## config.mk

```make
export PLATFORM = sky130hd
export DESIGN_NAME = bram_rr_arbiter
export DESIGN_NICKNAME = d
export VERILOG_FILES = /design/src/rtl/bram_arb_pkg.sv /design/src/rtl/bram_rr_arbiter_rr_pick.sv /design/src/rtl/bram_rr_arbiter.sv
export SDC_FILE = /design/constraint.sdc
export NUM_CORES = 1
export LEC_CHECK = 0
export ABC_CLOCK_PERIOD_IN_PS = 1700
export CAP_MARGIN = 20
export CORE_AREA = 2 2 96 98
export DETAILED_ROUTE_END_ITERATION = 16
export DIE_AREA = 0 0 98 100
export PLACE_DENSITY_LB_ADDON = 0.2
export REMOVE_ABC_BUFFERS = 1
export SLEW_MARGIN = 20
export SYNTH_ARGS = -nofsm -noshare
export SYNTH_HDL_FRONTEND = slang
export SYNTH_SLANG_ARGS = --single-unit
```

## constraint.sdc

```tcl
create_clock -name clk -period 1.7 [get_ports clk]
set_clock_uncertainty 0.05 [all_clocks]
set_input_delay 0.425 -clock clk [delete_from_list [all_inputs] [get_ports clk]]
set_output_delay 0.425 -clock clk [all_outputs]
set_load 0.02 [all_outputs]
```

## src/rtl/bram_arb_pkg.sv

```systemverilog
// Shared types and helpers for the block-RAM round-robin arbiter.
package bram_arb_pkg;

  localparam int MAX_REQ = 8;

  typedef logic [2:0] req_id_t;

  typedef struct packed {
    logic    valid;
    req_id_t id;
  } rd_stage_t;

  // Advance a round-robin pointer past the winner, wrapping at n-1.
  function automatic req_id_t next_id(input req_id_t id, input int n);
    if (int'(id) >= n - 1) return '0;
    return id + req_id_t'(1);
  endfunction

endpackage

```

## src/rtl/bram_rr_arbiter_rr_pick.sv

```systemverilog
// Round-robin picker: searches the request vector starting at ptr,
// wrapping modulo N, and returns a one-hot grant plus the winner index.
module rr_pick
  import bram_arb_pkg::*;
#(
  parameter int N = 2
) (
  input  logic [N-1:0] req,
  input  req_id_t      ptr,
  output logic [N-1:0] grant,
  output req_id_t      idx,
  output logic         any
);

  logic    hi_found;
  req_id_t hi_idx;
  logic    lo_found;
  req_id_t lo_idx;

  // Lowest request at or above ptr wins; otherwise wrap to the lowest request overall.
  always_comb begin
    hi_found = 1'b0;
    hi_idx   = '0;
    lo_found = 1'b0;
    lo_idx   = '0;
    for (int j = N - 1; j >= 0; j--) begin
      if (req[j]) begin
        lo_found = 1'b1;
        lo_idx   = req_id_t'(j);
        if (req_id_t'(j) >= ptr) begin
          hi_found = 1'b1;
          hi_idx   = req_id_t'(j);
        end
      end
    end
    any = lo_found;
    idx = hi_found ? hi_idx : lo_idx;
    grant = '0;
    for (int j = 0; j < N; j++) begin
      grant[j] = lo_found && (idx == req_id_t'(j));
    end
  end

endmodule

```

## src/rtl/bram_rr_arbiter.sv

```systemverilog
// Shares one simple-dual-port block RAM between NUM_REQ requesters.
// Read and write ports are arbitrated independently with round-robin
// pointers; grants are combinational, RAM-side signals are registered,
// and read data returns to the issuer two cycles after its grant.
// Optional stall counters are enabled with BRAM_ARB_STATS_EN.
module bram_rr_arbiter
  import bram_arb_pkg::*;
#(
  parameter int WID_MEM = 18,
  parameter int ADDR_W  = 12,
  parameter int NUM_REQ = 2
) (
  input  logic                       clk,
  input  logic                       reset,
  input  logic [NUM_REQ-1:0]         req_valid,
  input  logic [NUM_REQ-1:0]         req_we,
  input  logic [NUM_REQ*ADDR_W-1:0]  req_addr,
  input  logic [NUM_REQ*WID_MEM-1:0] req_wdata,
  output logic [NUM_REQ-1:0]         req_ready,
  output logic [NUM_REQ-1:0]         rsp_valid,
  output logic [WID_MEM-1:0]         rsp_data,
  output logic [ADDR_W-1:0]          mem_raddr,
  output logic [ADDR_W-1:0]          mem_waddr,
  output logic [WID_MEM-1:0]         mem_din,
  output logic                       mem_we,
  input  logic [WID_MEM-1:0]         mem_dout,
  output logic [NUM_REQ*16-1:0]      stall_cnt
);

  logic [NUM_REQ-1:0] rd_pool;
  logic [NUM_REQ-1:0] wr_pool;
  logic [NUM_REQ-1:0] rd_grant;
  logic [NUM_REQ-1:0] wr_grant;
  req_id_t            rd_ptr;
  req_id_t            wr_ptr;
  req_id_t            rd_idx;
  req_id_t            wr_idx;
  logic               rd_any;
  logic               wr_any;
  logic [ADDR_W-1:0]  rd_addr;
  logic [ADDR_W-1:0]  wr_addr;
  logic [WID_MEM-1:0] wr_data;
  rd_stage_t          stage1;
  rd_stage_t          stage2;

  // No requester may be granted while reset is held.
  assign rd_pool = reset ? '0 : (req_valid & ~req_we);
  assign wr_pool = reset ? '0 : (req_valid & req_we);

  rr_pick #(.N(NUM_REQ)) u_rd_pick (
    .req   (rd_pool),
    .ptr   (rd_ptr),
    .grant (rd_grant),
    .idx   (rd_idx),
    .any   (rd_any)
  );

  rr_pick #(.N(NUM_REQ)) u_wr_pick (
    .req   (wr_pool),
    .ptr   (wr_ptr),
    .grant (wr_grant),
    .idx   (wr_idx),
    .any   (wr_any)
  );

  // A requester is either reading or writing, so the two grants never overlap.
  assign req_ready = rd_grant | wr_grant;

  // Route the winning requester's address and data towards the RAM registers.
  always_comb begin
    rd_addr = '0;
    wr_addr = '0;
    wr_data = '0;
    for (int j = 0; j < NUM_REQ; j++) begin
      if (rd_grant[j]) rd_addr = req_addr[j*ADDR_W +: ADDR_W];
      if (wr_grant[j]) begin
        wr_addr = req_addr[j*ADDR_W +: ADDR_W];
        wr_data = req_wdata[j*WID_MEM +: WID_MEM];
      end
    end
  end

  // Round-robin pointers move just past each winner and hold when idle.
  always_ff @(posedge clk) begin
    if (reset) begin
      rd_ptr <= '0;
      wr_ptr <= '0;
    end else begin
      if (rd_any) rd_ptr <= next_id(rd_idx, NUM_REQ);
      if (wr_any) wr_ptr <= next_id(wr_idx, NUM_REQ);
    end
  end

  // Write port registers; address and data hold when no write is granted.
  always_ff @(posedge clk) begin
    if (reset) begin
      mem_we    <= 1'b0;
      mem_waddr <= '0;
      mem_din   <= '0;
    end else begin
      mem_we <= wr_any;
      if (wr_any) begin
        mem_waddr <= wr_addr;
        mem_din   <= wr_data;
      end
    end
  end

  // Read address register plus a two-deep tag pipeline matching RAM latency.
  always_ff @(posedge clk) begin
    if (reset) begin
      mem_raddr <= '0;
      stage1    <= '0;
      stage2    <= '0;
    end else begin
      if (rd_any) mem_raddr <= rd_addr;
      stage1.valid <= rd_any;
      stage1.id    <= rd_idx;
      stage2       <= stage1;
    end
  end

  // Decode the returning tag into a one-hot response strobe.
  always_comb begin
    rsp_valid = '0;
    for (int j = 0; j < NUM_REQ; j++) begin
      rsp_valid[j] = stage2.valid && (stage2.id == req_id_t'(j));
    end
  end

  assign rsp_data = mem_dout;

`ifdef BRAM_ARB_STATS_EN
  // Count cycles each requester waits with a pending request, saturating.
  always_ff @(posedge clk) begin
    if (reset) begin
      stall_cnt <= '0;
    end else begin
      for (int j = 0; j < NUM_REQ; j++) begin
        if (req_valid[j] && !req_ready[j] && (stall_cnt[j*16 +: 16] != 16'hFFFF)) begin
          stall_cnt[j*16 +: 16] <= stall_cnt[j*16 +: 16] + 16'd1;
        end
      end
    end
  end
`else
  assign stall_cnt = '0;
`endif

endmodule

```

**Word-level counts from Yosys, hierarchy flattened**

Index checks and enable logic that the tools add are counted.

- Register bits: 57
- Input port bits: 84
- Output and inout bits: 97
- Word-level logic and storage cells: 78

- Add/subtract/negate cells: 2
- $lt $le $gt $ge: 6
- Eq/ne operators: 3
- Multiplexer cells: 44
- Bitwise logic cells: 4
- Reduce and logical (&&, ||, !) cells: 9

Operators with widths:

| cell | count |
|---|---|
| $mux W12 | 4 |
| $mux W18 | 2 |
| $mux W3 | 12 |
| $mux W1 | 24 |
| $ge A1 B3 Y1 const A | 4 |
| $eq A3 B1 Y1 const B | 3 |
| $logic_not A3 Y1 | 3 |
| $add A3 B1 Y3 const B | 2 |
| $ge A3 B1 Y1 const B | 2 |
| $logic_and A1 B1 Y1 | 6 |
| $and A2 B2 Y2 | 2 |
| $mux W2 | 2 |
| $not A2 Y2 | 1 |
| $or A2 B2 Y2 | 1 |

**Depth between registers and ports, before layout**

Gate-level depths: netlist of run 1.

- Depth after elaboration: 12
- Gate-level depth with buffers: 5
- Gate-level depth less buffers: 3

**Cells and area by module**

From an unflattened synthesis of run 1, not the netlist that was laid out.

- Cells, all modules: 360
- Area, all modules: 3278.1 sq um

By module, submodules not included:

| module | instances | cells each | area an instance (sq um) |
|---|---|---|---|
| bram_rr_arbiter | 1 | 342 | 3168.0 |
| rr_pick | 2 | 9 | 55.1 |

**Worst setup path before layout of run 1**

No wires, ideal clock.

- Kind: input port to output port
- Start point: in req_we[1]
- End point: out req_ready[0]
- Arrival time: 1.358 ns
- Path slack: -0.133 ns
- Stages on the path: 5
- Path buffers: 2
- Cells stage by stage: a22oi_1 > or2_1 > clkbuf_1 > buf_2 > o21ai_1

- Longest elaborated chain between the ends: 10
- Elaborated cells between the ends (all ways): 32
- Those cells by class: 24 x mux; 4 x bitwise; 4 x reduce/logical

RTL lines:

| element | line | source |
|---|---|---|
| start: declaration | bram_rr_arbiter.sv:16 | `input logic [NUM_REQ-1:0] req_we,` |
| $not A2 Y2 | bram_rr_arbiter.sv:47 | `assign rd_pool = reset ? '0 : (req_valid & ~req_we);` |
| $and A2 B2 Y2 | bram_rr_arbiter.sv:47 |  |
| $mux W2 | bram_rr_arbiter.sv:47 |  |
| $mux W3 or $mux W1 (tied branches) | bram_rr_arbiter_rr_pick.sv:27 | `if (req[j]) begin` |
| $mux W3 or $mux W1 (tied branches) | bram_rr_arbiter_rr_pick.sv:30 | `if (req_id_t'(j) >= ptr) begin` |
| $mux W3 or $mux W1 (tied branches) | bram_rr_arbiter_rr_pick.sv:27 |  |
| $mux W3 | bram_rr_arbiter_rr_pick.sv:37 | `idx = hi_found ? hi_idx : lo_idx;` |
| $logic_not A3 Y1 | bram_rr_arbiter_rr_pick.sv:40 | `grant[j] = lo_found && (idx == req_id_t'(j));` |
| $logic_and A1 B1 Y1 | bram_rr_arbiter_rr_pick.sv:40 |  |
| $or A2 B2 Y2 (*) | bram_rr_arbiter.sv:67 | `assign req_ready = rd_grant \| wr_grant;` |
| end: declaration | bram_rr_arbiter.sv:19 | `output logic [NUM_REQ-1:0] req_ready,` |

Every way passes the cells marked *; elsewhere a longest branch is shown, timed or not.

**Worst setup path after layout of run 1**

- Start point: reg rd_ptr[0]
- End point: out req_ready[1]

- Longest elaborated chain between the ends: 9
- Elaborated cells between the ends (all ways): 14
- Those cells by class: 2 x order compare; 1 x eq/ne; 9 x mux; 1 x bitwise; 1 x reduce/logical

RTL lines:

| element | line | source |
|---|---|---|
| start: declaration | bram_rr_arbiter.sv:34 | `req_id_t rd_ptr;` |
| start signal: assignment | bram_rr_arbiter.sv:89 | `if (rd_any) rd_ptr <= next_id(rd_idx, NUM_REQ);` |
| $ge A1 B3 Y1 | bram_rr_arbiter_rr_pick.sv:30 |  |
| $mux W1 | bram_rr_arbiter_rr_pick.sv:30 |  |
| $mux W3 or $mux W1 (tied branches) | bram_rr_arbiter_rr_pick.sv:27 |  |
| $mux W3 or $mux W1 (tied branches) | bram_rr_arbiter_rr_pick.sv:30 |  |
| $mux W3 or $mux W1 (tied branches) | bram_rr_arbiter_rr_pick.sv:27 |  |
| $mux W3 (*) | bram_rr_arbiter_rr_pick.sv:37 |  |
| $eq A3 B1 Y1 (*) | bram_rr_arbiter_rr_pick.sv:40 |  |
| $logic_and A1 B1 Y1 (*) | bram_rr_arbiter_rr_pick.sv:40 |  |
| $or A2 B2 Y2 (*) | bram_rr_arbiter.sv:67 |  |

Marks and branches as above.

==> summary.md, run 1 <==
| Metric | Value |
|---|---|
| Synthesized area per cell | `8.51 um2` |
| Grt total ovfl | `0` |
| Reg power frac | `about 41%` |
| Total GRT Usage | `18.1%` |
| Num CTS Buffers | `5` |
| Share of layout cells above drive strength 1 | `about 11%` |
| Leak pwr | `1.81 nW` |
| Final wirelength | `9110 um` |
| Switch share | `roughly 30%` |
| Synth Flop Type | `dfxtp_1` |
| H-tree level count | `2` |
| Sequential-to-total area share from yosys stat | `roughly a third` |
| Distinct cells, synth | `28` |
| Die Height | `100 um` |
| Final ANT Viol Nets | `0` |
| RSZ-0062 raised after global routing | `yes` |
| Setup Crit Path Kind | `reg2out` |
| DR pass1 iterations | `4` |
| Final worst slack | `-103 ps` |
| Tmin final | `approximately 1800 ps` |
| Final Cell Area | `roughly 4000 um2` |
| Hold Fails Final Rpt | `0` |
| Fraction of registers with async set/reset | `0%` |
| VDD IR max | `0.000364 V` |
| Core Util, Final | `44.8%` |
| Top-count cell post-synth | `buf_4` |
| First-pass GRT wire length | `14300 um` |
| Vias in the first global route | `between 2000 and 3000` |
| TritonCTS clock tree | `done` |
| Crit path max fanout | `3` |
| Hold depth | `1` |
| Critical path data arrival time | `1330 ps` |
| Tcrit/Tclk final | `106%` |
| P_sw | `between 0.0009 and 0.001 W` |
| DR vias | `2848` |
| Gate Count Post-Synth | `334` |
| DP Area | `roughly 3900 um2` |
| CP Capture Type | `output pin` |
| Die X | `roughly 98 um` |
| Post-synth EDFFs | `0` |
| Worst EP required | `around 1200 ps` |
| Area grow syn2layout | `40.2%` |
| Largest net degree at the start of global routing | `48` |
| Drt wl/cell | `17.2 um` |
| Root Buffer Master | `clkbuf_8` |
| Row count | `35` |
| Core area | `8890 um2` |
| Final setup viols | `2` |
| Area of the mapped netlist | `2840 um2` |
| Area contributors post-synth | `dfxtp_1 (34%), buf_4 (13%), a221oi_1 (9.2%), a311oi_1 (9.2%), inv_1 (5.7%)` |
| Slew Viols, Final | `0` |
| Cell Int Power | `0.00217 W` |
| Worst R2R Path Depth | `5` |
| Final HPWL DP | `5950 um` |
| Seq cells post-synth | `between 40 and 50` |
| Max Fclk | `555 MHz` |
| Ports | `181` |
| Filler cell count | `911` |
| Post-Layout Cell Count | `about 530` |
| Outcome | `complete, but fails checks` |
| Number of diodes | `0` |
| YS warnings | `0` |
| Share of power burned in the clock network | `32.3%` |
| Fin Hold WS | `397 ps` |
| Initial Util | `32.0%` |
| Detailed-route DRC error count | `0` |
| Clk Latency, worst-skew pair | `roughly 300 ps` |
| Worst-path clk slew | `90 ps` |
| Share of the synthesized area in the top cell type | `34.5%` |
| Nets | `503` |
| Hold crit path type | `reg2reg` |
| Cts hold-fix bufs | `0` |
| MaxCap Viol Count | `0` |
| Dpl cells | `between 500 and 600` |
| Initial antenna violation count | `0` |
| DR iter-0 viols | `96` |
| Critical path launch point type | `register` |
| Pwr Density | `774 nW/um2` |
| Full die area | `approximately 10000 um2` |
| CTS max path bufs | `2` |
| Combinational Power Share | `26.4%` |
| DR vias/cell | `5.36` |
| Commonest cells post-synth | `buf_4 (50), dfxtp_1 (49), inv_1 (43)` |
| Gp weighted congestion | `0.783` |
| IO Port Bufs | `~110` |
| Pre-CTS setup slack | `-907 ps` |
| Failing checks | `negative setup slack` |
| Clock sink count | `49` |
| Dominant cell type by area after synthesis | `dfxtp_1` |
==> cells in the final DEF, fill, tap and decap left out, drive strengths merged <==
| cell | n |
|---|---|
| a2111oi | 12 |
| a211o | 13 |
| a211oi | 1 |
| a21oi | 2 |
| a221oi | 30 |
| a22oi | 1 |
| a311oi | 30 |
| and2 | 2 |
| and3b | 1 |
| and4b | 12 |
| buf | 29 |
| bufinv | 2 |
| clkbuf | 5 |
| clkdlybuf4s50 | 60 |
| clkinv | 1 |
| conb | 32 |
| dfxtp | 49 |
| dlygate4sd2 | 45 |
| inv | 43 |
| nand2 | 2 |
| nand2b | 2 |
| nand3b | 2 |
| nor2 | 4 |
| nor2b | 5 |
| nor3 | 1 |
| o21ai | 31 |
| o22ai | 1 |
| or2 | 1 |
| or3b | 1 |
==> critical path: stages (launching register included) <==
cell and delay (ps):
dfxtp_2 340, or3b_4 410, nand2_4 90, o22ai_2 60, buf_6 140
==> logic make-up after synthesis <==
| kind of cell | share of synthesized area, % |
|---|---|
| flip-flops | 34.5 |
| AND/OR/NAND/NOR | 8.53 |
| AO/OA/AOI/OAI | 32.7 |
| buffers and inverters | 24.1 |
| other | 0.132 |
==> metal layers <==
metal,track usage [%],vias up,part of all wire (%)
li1,-,1329,-
met1,22.8,1381,44
met2,29.7,133,46
met3,6.13,5,8.6
met4,4.70,0,0.86
met5,0,-,0
==> path summary, 6_finish.rpt <==
| kind | from | endpoint | slack, ps |
|---|---|---|---|
| worst min register to register | stage1[0]$_SDFF_PP0_ | stage2[0]$_SDFF_PP0_ | 400 |
| worst min-delay path | stage1[0]$_SDFF_PP0_ | stage2[0]$_SDFF_PP0_ | 400 |
| worst max register to register | rd_ptr[0]$_SDFFE_PP0P_ | mem_raddr[5]$_SDFFE_PP0P_ | 50 |
| worst max-delay path | rd_ptr[0]$_SDFFE_PP0P_ | req_ready[1] | -100 |
==> layout make-up <==
class	instances	area, um2	share of cell area (%)
sequential	49	983	24.7
timing repair buffer	134	1230	30.9
clock inverter	3	65.1	1.63
multi-input combinational	186	1340	33.5
clock buffer	5	68.8	1.73
tap	111	139	3.48
inverter	43	161	4.05
==> registers in the layout, summed over array words and instances, names as in the netlist <==
name / cells
stage2: 2
rd_ptr: 1
wr_ptr: 1
stage1: 2
mem_waddr: 12
mem_din: 18
mem_we: 1
mem_raddr: 12
==> power by group through the flow <==
stage	sequential [W]	combinational, W	clock [W]
floorplan	0.00139	0.000284	0
global placement	0.00130	0.000847	0
detailed placement	0.00130	0.000855	0
CTS	0.00127	0.000809	0.00104
global route	0.00128	0.000878	0.00109
finish	0.00127	0.000815	0.000998
==> per-stage QoR <==
step / TNS, ps / power, W
global placement: -17440 / 0.00215
finish: -105 / 0.00309
detailed placement: -20060 / 0.00215
CTS: -117 / 0.00312
global route: -218 / 0.00326
floorplan: -37520 / 0.00167
==> timing repair <==
| item | CTS | global route |
|---|---|---|
| pin swaps | 3 | 2 |
| buffers inserted | 3 | 1 |
| resized for setup | 76 | 7 |
| setup endpoints to repair | 89 | 14 |
No activity file was read; power rests on OpenSTA's default activity.
==> run 2, diff against run 1 <==
--- a/config.mk
+++ b/config.mk
@@ -6,7 +6,7 @@
 export NUM_CORES = 1
 export LEC_CHECK = 0
 export ABC_CLOCK_PERIOD_IN_PS = 1700
-export CAP_MARGIN = 20
+export CAP_MARGIN = 10
 export CORE_AREA = 2 2 96 98
 export DETAILED_ROUTE_END_ITERATION = 16
 export DIE_AREA = 0 0 98 100
==> results of run 2 <==
Final layout, timing and power as in run 1 (identical DEF).
